==> src/rtl/refresh_cmd_arbiter_pkg.sv <==
`default_nettype none
// ============================================================================
//  Module   : refresh_cmd_arbiter_pkg
//  Purpose  : Shared FSM encodings, payload width defaults, command strobe bit
//             order and guard-load helper for the refresh command arbiter.
//  Revision : 1.0 - initial release
// ============================================================================
package refresh_cmd_arbiter_pkg;

    // Arbiter FSM encodings
    typedef enum logic [1:0] {
        ARB_IDLE  = 2'd0,
        ARB_DRAIN = 2'd1,
        ARB_GRANT = 2'd2
    } arb_state_e;

    // Default payload widths (match the refresher cmd_payload_a / ba)
    localparam int ARB_AW_DEFAULT = 17;
    localparam int ARB_BW_DEFAULT = 3;

    // Command strobe vector bit order: {cas, ras, we}
    localparam int CMD_CAS_BIT = 2;
    localparam int CMD_RAS_BIT = 1;
    localparam int CMD_WE_BIT  = 0;

    // Guard counter load value: a zero guard is treated as one idle cycle
    function automatic logic [7:0] guard_load_value(input int unsigned cycles);
        int unsigned eff;
        eff = (cycles == 0) ? 1 : cycles;
        return 8'(eff - 1);
    endfunction

endpackage
`default_nettype wire

==> src/rtl/refresh_cmd_arbiter_guard_counter.sv <==
`default_nettype none
// ============================================================================
//  Module   : arb_guard_counter
//  Purpose  : Loadable down-counter with zero flag. Counts down once per dec_i
//             cycle and sticks at zero.
//  Revision : 1.0 - initial release
// ============================================================================
module arb_guard_counter #(
    parameter int WIDTH = 8
) (
    input  logic             clk_i,
    input  logic             rst_ni,
    input  logic             load_i,
    input  logic [WIDTH-1:0] load_val_i,
    input  logic             dec_i,
    output logic [WIDTH-1:0] count_o,
    output logic             zero_o
);

    logic [WIDTH-1:0] count_q;

    // Load has priority over decrement; decrement saturates at zero
    always_ff @(posedge clk_i or negedge rst_ni) begin
        if (!rst_ni) begin
            count_q <= '0;
        end else if (load_i) begin
            count_q <= load_val_i;
        end else if (dec_i && (count_q != '0)) begin
            count_q <= count_q - WIDTH'(1);
        end
    end

    assign count_o = count_q;
    assign zero_o  = (count_q == '0);

endmodule
`default_nettype wire

==> src/rtl/refresh_cmd_arbiter.sv <==
`default_nettype none
// ============================================================================
//  Module   : refresh_cmd_arbiter
//  Purpose  : Merges refresher and bank-machine command streams into a single
//             registered PHY command slot. Refresh has absolute priority:
//             normal traffic is blocked, a guard interval elapses, then the
//             refresher is granted until it signals ref_last.
//  Options  : REFRESH_STATS_EN adds stat_ref_count / stat_max_wait ports.
//  Revision : 1.0 - initial release
// ============================================================================
module refresh_cmd_arbiter
    import refresh_cmd_arbiter_pkg::*;
#(
    parameter int unsigned GUARD_CYCLES = 4,
    parameter int          AW           = ARB_AW_DEFAULT,
    parameter int          BW           = ARB_BW_DEFAULT
) (
    input  logic          sys_clk,
    input  logic          sys_rst_n,
    // refresher side
    input  logic          ref_valid,
    output logic          ref_ready,
    input  logic          ref_last,
    input  logic [AW-1:0] ref_a,
    input  logic [BW-1:0] ref_ba,
    input  logic          ref_cas,
    input  logic          ref_ras,
    input  logic          ref_we,
    // normal bank-machine side
    input  logic          req_valid,
    output logic          req_ready,
    input  logic [AW-1:0] req_a,
    input  logic [BW-1:0] req_ba,
    input  logic          req_cas,
    input  logic          req_ras,
    input  logic          req_we,
    // registered PHY command slot
    output logic          phy_cs,
    output logic [AW-1:0] phy_a,
    output logic [BW-1:0] phy_ba,
    output logic          phy_cas,
    output logic          phy_ras,
    output logic          phy_we,
    output logic          refresh_active
`ifdef REFRESH_STATS_EN
    ,
    output logic [15:0]   stat_ref_count,
    output logic [7:0]    stat_max_wait
`endif
);

    localparam logic [7:0] c_GUARD_LOAD = guard_load_value(GUARD_CYCLES);

    arb_state_e    state_q;
    logic          phy_cs_q;
    logic [AW-1:0] phy_a_q;
    logic [BW-1:0] phy_ba_q;
    logic [2:0]    phy_strb_q;

    logic [2:0]    ref_strb;
    logic [2:0]    req_strb;
    logic          req_accept;
    logic          guard_load;
    logic          guard_zero;
    logic [7:0]    guard_cnt_unused;   // FSM only needs the zero flag

    assign ref_strb = {ref_cas, ref_ras, ref_we};
    assign req_strb = {req_cas, req_ras, req_we};

    // Handshakes decode straight from the registered state; req_ready is also
    // forced low while reset is held so nothing is accepted during reset.
    assign req_ready      = sys_rst_n && (state_q == ARB_IDLE) && !ref_valid;
    assign ref_ready      = (state_q == ARB_GRANT);
    assign refresh_active = (state_q == ARB_DRAIN) || (state_q == ARB_GRANT);
    assign req_accept     = req_valid && req_ready;
    assign guard_load     = (state_q == ARB_IDLE) && ref_valid;

    arb_guard_counter #(.WIDTH(8)) u_guard (
        .clk_i      (sys_clk),
        .rst_ni     (sys_rst_n),
        .load_i     (guard_load),
        .load_val_i (c_GUARD_LOAD),
        .dec_i      (state_q == ARB_DRAIN),
        .count_o    (guard_cnt_unused),
        .zero_o     (guard_zero)
    );

    // Arbiter FSM and PHY output register: strobes default to NOP each cycle,
    // address/bank hold their last value unless a new command is launched.
    always_ff @(posedge sys_clk or negedge sys_rst_n) begin
        if (!sys_rst_n) begin
            state_q    <= ARB_IDLE;
            phy_cs_q   <= 1'b0;
            phy_a_q    <= '0;
            phy_ba_q   <= '0;
            phy_strb_q <= 3'b000;
        end else begin
            phy_cs_q   <= 1'b0;
            phy_strb_q <= 3'b000;
            case (state_q)
                ARB_IDLE: begin
                    if (ref_valid) begin
                        state_q <= ARB_DRAIN;
                    end else if (req_accept) begin
                        phy_cs_q   <= 1'b1;
                        phy_a_q    <= req_a;
                        phy_ba_q   <= req_ba;
                        phy_strb_q <= req_strb;
                    end
                end
                ARB_DRAIN: begin
                    if (!ref_valid) begin
                        state_q <= ARB_IDLE;
                    end else if (guard_zero) begin
                        state_q <= ARB_GRANT;
                    end
                end
                ARB_GRANT: begin
                    // refresher NOP cycles leave the slot empty
                    if (|ref_strb) begin
                        phy_cs_q   <= 1'b1;
                        phy_a_q    <= ref_a;
                        phy_ba_q   <= ref_ba;
                        phy_strb_q <= ref_strb;
                    end
                    if (ref_last) begin
                        state_q <= ARB_IDLE;
                    end
                end
                default: begin
                    state_q <= ARB_IDLE;
                end
            endcase
        end
    end

    assign phy_cs  = phy_cs_q;
    assign phy_a   = phy_a_q;
    assign phy_ba  = phy_ba_q;
    assign phy_cas = phy_strb_q[CMD_CAS_BIT];
    assign phy_ras = phy_strb_q[CMD_RAS_BIT];
    assign phy_we  = phy_strb_q[CMD_WE_BIT];

`ifdef REFRESH_STATS_EN
    logic [15:0] stat_ref_count_q;
    logic [7:0]  stat_max_wait_q;
    logic [7:0]  wait_cnt;
    logic        wait_zero;
    logic [8:0]  wait_sum;
    logic [7:0]  wait_meas;
    logic        grant_enter;

    // Counts down from 0xFF through DRAIN; elapsed drain cycles = ~count + 1,
    // plus the IDLE cycle in which ref_valid was seen gives the grant latency.
    arb_guard_counter #(.WIDTH(8)) u_wait (
        .clk_i      (sys_clk),
        .rst_ni     (sys_rst_n),
        .load_i     (guard_load),
        .load_val_i (8'hFF),
        .dec_i      ((state_q == ARB_DRAIN) && !wait_zero),
        .count_o    (wait_cnt),
        .zero_o     (wait_zero)
    );

    assign grant_enter = (state_q == ARB_DRAIN) && ref_valid && guard_zero;
    assign wait_sum    = {1'b0, ~wait_cnt} + 9'd2;
    assign wait_meas   = wait_sum[8] ? 8'hFF : wait_sum[7:0];

    // Saturating refresh counter and worst-case grant latency tracker
    always_ff @(posedge sys_clk or negedge sys_rst_n) begin
        if (!sys_rst_n) begin
            stat_ref_count_q <= '0;
            stat_max_wait_q  <= '0;
        end else begin
            if ((state_q == ARB_GRANT) && ref_last && (stat_ref_count_q != 16'hFFFF)) begin
                stat_ref_count_q <= stat_ref_count_q + 16'd1;
            end
            if (grant_enter && (wait_meas > stat_max_wait_q)) begin
                stat_max_wait_q <= wait_meas;
            end
        end
    end

    assign stat_ref_count = stat_ref_count_q;
    assign stat_max_wait  = stat_max_wait_q;
`endif

endmodule
`default_nettype wire

==> config.mk <==
export PLATFORM = sky130hd
export DESIGN_NAME = refresh_cmd_arbiter
export DESIGN_NICKNAME = d
export VERILOG_FILES = /design/src/rtl/refresh_cmd_arbiter_pkg.sv /design/src/rtl/refresh_cmd_arbiter_guard_counter.sv /design/src/rtl/refresh_cmd_arbiter.sv
export SDC_FILE = /design/constraint.sdc
export NUM_CORES = 1
export LEC_CHECK = 0
export CELL_PAD_IN_SITES_DETAIL_PLACEMENT = 1
export CELL_PAD_IN_SITES_GLOBAL_PLACEMENT = 2
export CORE_MARGIN = 5
export CORE_UTILIZATION = 26
export CTS_BUF_LIST = sky130_fd_sc_hd__clkbuf_4
export DETAILED_ROUTE_END_ITERATION = 12
export GPL_TIMING_DRIVEN = 0
export HOLD_SLACK_MARGIN = 0.05
export PLACE_DENSITY = 0.93
export SLEW_MARGIN = 20
export SYNTH_ARGS = -nofsm -noshare
export SYNTH_HDL_FRONTEND = slang
export SYNTH_SLANG_ARGS = --single-unit
==> constraint.sdc <==
create_clock -name sys_clk -period 2.8 [get_ports sys_clk]
set_input_delay 0.28 -clock sys_clk [delete_from_list [all_inputs] [get_ports sys_clk]]
set_output_delay 0.28 -clock sys_clk [all_outputs]
set_load 0.1 [all_outputs]
==> reports/metrics.csv <==
stage;metric;value;unit
floorplanning;die area;8290;um^2
critical_path;CP dominant cell by count;inv_1;
global_routing;initial antenna violation count;0;
sta;Final Skew;0.0107;ns
placed_design;DP Cell Count;323;
critical_path;CP endpoint kind;output port;
sta;final setup violating endpoints;0;
critical_path;worst path bufs/invs;3;
routing;Initial DRT Pass Iterations;4;
global_routing;GRT Util Overall;12.2;%
placed_design;dpl hpwl;3.89;mm
critical_path;CP peak stage delay;0.88;ns
sta;final hold vios;0;
synthesis;Syn Inst Count;168;
routing;drt drc;0;
hold_path;Hold Path Class;in -> async;
routing;number of DRC markers in iteration 0;80;
critical_path;Worst EP required;2.52;ns
global_routing;largest net degree at the start of global routing;19;
sta;fin crit share;90.3;%
clocking;Worst-path clk slew;0.12;ns
finish;fin util;41.9;%
routing;Routed Wire Length;4.99;mm
routing;Antenna Violating Nets Remaining;0;
run_status;status;completed;
sta;RSZ-0062 raised after global routing;false;
sta;hold_ws;0.428;ns
sta;Max Freq;0.396;GHz
critical_path;crit path launch;state_q[1];
placed_design;GPL Wtd Cong;0.714;
sta;Final Max Slew Viols;0;
clocking;Clk Latency, worst-skew pair;0.35;ns
placed_design;port bufs;77;
critical_path;critical path arrival;2.25;ns
critical_path;Top delay family on crit path;buffers and inverters;
floorplanning;I/O pin total;78;
clocking;Num CTS Buffers;5;
sta;total negative setup slack;0;ns
finish;Nets;312;
floorplanning;DIE WIDTH;91.1;um
sta;Final WS setup;0.272;ns
global_routing;global-route wire length before repair;8.20;mm
routing;wire per inst;15.0;um
routing;vias per inst;4.62;
critical_path;CP Launch Type;flop;
power;pwr/cell area;1250;nW/um^2
critical_path;origin of the critical flop-to-flop path;state_q[0];
finish;non-filler cells, final;333;
floorplanning;Die Y-Extent;91.1;um
power;leak pwr;0.00106;uW
clocking;H-tree depth;2;
clocking;CTS sink cnt;34;
synthesis;Synth Register Bits;34;
job;Max Cap Viol;0;
critical_path;crit-path max FO;5;
synthesis;Yosys top cell by area;dfrtp_1;
critical_path;r2r worst-path depth;7;
critical_path;kind of critical path;reg -> out;
floorplanning;cell row count;29;
synthesis;top cells by area, synth;dfrtp_1, mux2i_1, a21oi_1;
finish;Synth-to-Final Area Change;56.6;%
critical_path;cell depth of the worst setup path;5;
sta;relative slew slack;32.5;%
clocking;CTS tree;built;
routing;via count;1540;
synthesis;Unique masters post-synth;33;
synthesis;Syn Area/Cell;10.2;um^2
synthesis;Yosys warning total;0;
clocking;Max Root-Sink Buffers;2;
sta;worst-margin pin slew;1.01;ns
sta;Final Critical Period;2.53;ns
critical_path;Slowest-stage cell, CP;dlygate4sd2_1;
power;Worst VDD drop;0.000722;V
clocking;Root Buffer;clkbuf_4;
synthesis;synthesized area;1710;um^2
placed_design;DP Worst Slack;0.196;ns
floorplanning;core area;6390;um^2
synthesis;Yosys top cell area share;49.8;%
finish;antenna cells;0;
finish;layout cells sized above 1;7.42;%
critical_path;cell chain of the critical path;inv_1 -> ha_1 -> inv_1 -> nor3b_2 -> dlygate4sd2_1;
synthesis;Net Count, Synth;225;
synthesis;sequential share of the synthesized area;49.8;%
global_routing;total gr overflow;0;
global_routing;vias in the first global route;1625;
floorplanning;Initial Util;26.7;%
==> through the flow <==
stage,instance area (um^2),total power (uW)
floorplan,1710,2510
global placement,2580,3050
detailed placement,2600,3110
CTS,2680,3400
global route,2680,3550
finish,2680,3360
==> flip-flops by register name, summed over array words and instances, names as in the netlist <==
register / count
phy_ba: 3
phy_strb_q: 3
phy_a: 17
u_guard.count_o: 8
phy_cs: 1
state_q: 2
==> kinds of logic after synthesis <==
| logic type | Yosys count | synth area share [%] |
|---|---|---|
| simple gates | 48 | 13.4 |
| compound gates | 39 | 13.6 |
| flops | 34 | 49.8 |
| mux | 23 | 13.6 |
| buf+inv | 16 | 4.18 |
| fa+ha+maj | 6 | 4.40 |
| xor+xnor | 2 | 1.03 |
==> what timing repair did <==
| item | 4_1_cts | 5_1_grt |
|---|---|---|
| endpoints found under the setup margin | 1 | 0 |
| hold buffers | 2 | 0 |
| gates resized for setup | 1 | 0 |
| setup buffers | 0 | 0 |
| endpoints found under the hold margin | 18 | 0 |
==> synth_stat cells <==
cell type and instances:
and2_1 2, nand2b_1 1, nor4_1 1, mux2i_1 22, a21oi_1 26, or3_1 1, a211oi_1 1, dfrtp_1 34
nand3_1 1, buf_1 2, a221oi_1 1, buf_6 1, nor3_1 3, nor2_1 28, nor3b_1 2, o21ai_0 3
and3_2 2, or4b_4 1, nand4_1 1, ha_1 6, a22o_1 3, clkbuf_1 3, buf_2 3, nand3b_1 1
a2111oi_2 1, o21a_1 1, o21bai_1 1, inv_1 7, mux2_2 1, xnor2_1 2, nand2_1 4, a2111oi_0 1
a31oi_1 1
==> report_power, final <==
group / internal, uW / switching, uW
clock: 93.4 / 184
combinational: 586 / 1650
sequential: 700 / 143
total: 1380 / 1980
==> layer usage <==
metal	up-vias	track usage, %	share of wire (%)
met5	-	0	0
met2	48	19.6	49
li1	755	-	-
met4	0	3.91	0.70
met3	3	4.55	7.9
met1	734	15.3	43
==> worst min-delay path, delay by kind of cell <==
kind     cells  cell delay [ns]
buf+inv      3             0.85
==> layout by cell type (no fill, tap or decap), drive strengths merged, types with 4 or more instances in the layout <==
cell           count
nand2              4
a21oi             26
clkbuf             8
mux2i             22
nor2              28
inv                7
clkdlybuf4s50     75
ha                 6
buf                8
dfrtp             34
==> path summary, 6_finish.rpt <==
path,slack (ns),endpoint
max,0.27,req_ready
min,0.43,u_guard.count_o[4]
max reg2reg,0.46,phy_ba[0]
min reg2reg,0.54,phy_a[9]
max in group asynchronous,1.07,state_q[0]
min in group sys_clk,0.53,phy_strb_q[0]
==> area by class of cell <==
cell class | count | area [um^2]
clock buffers | 5 | 37.5
fillers | 754 | 3710
clock inverters | 3 | 16.3
multi-input cells | 118 | 791
repair buffers | 80 | 812
inverters | 7 | 26.3
plain buffers | 9 | 45.0
flip-flops and latches | 34 | 851
well taps | 77 | 96.3
(Power assumes the default switching activity.)
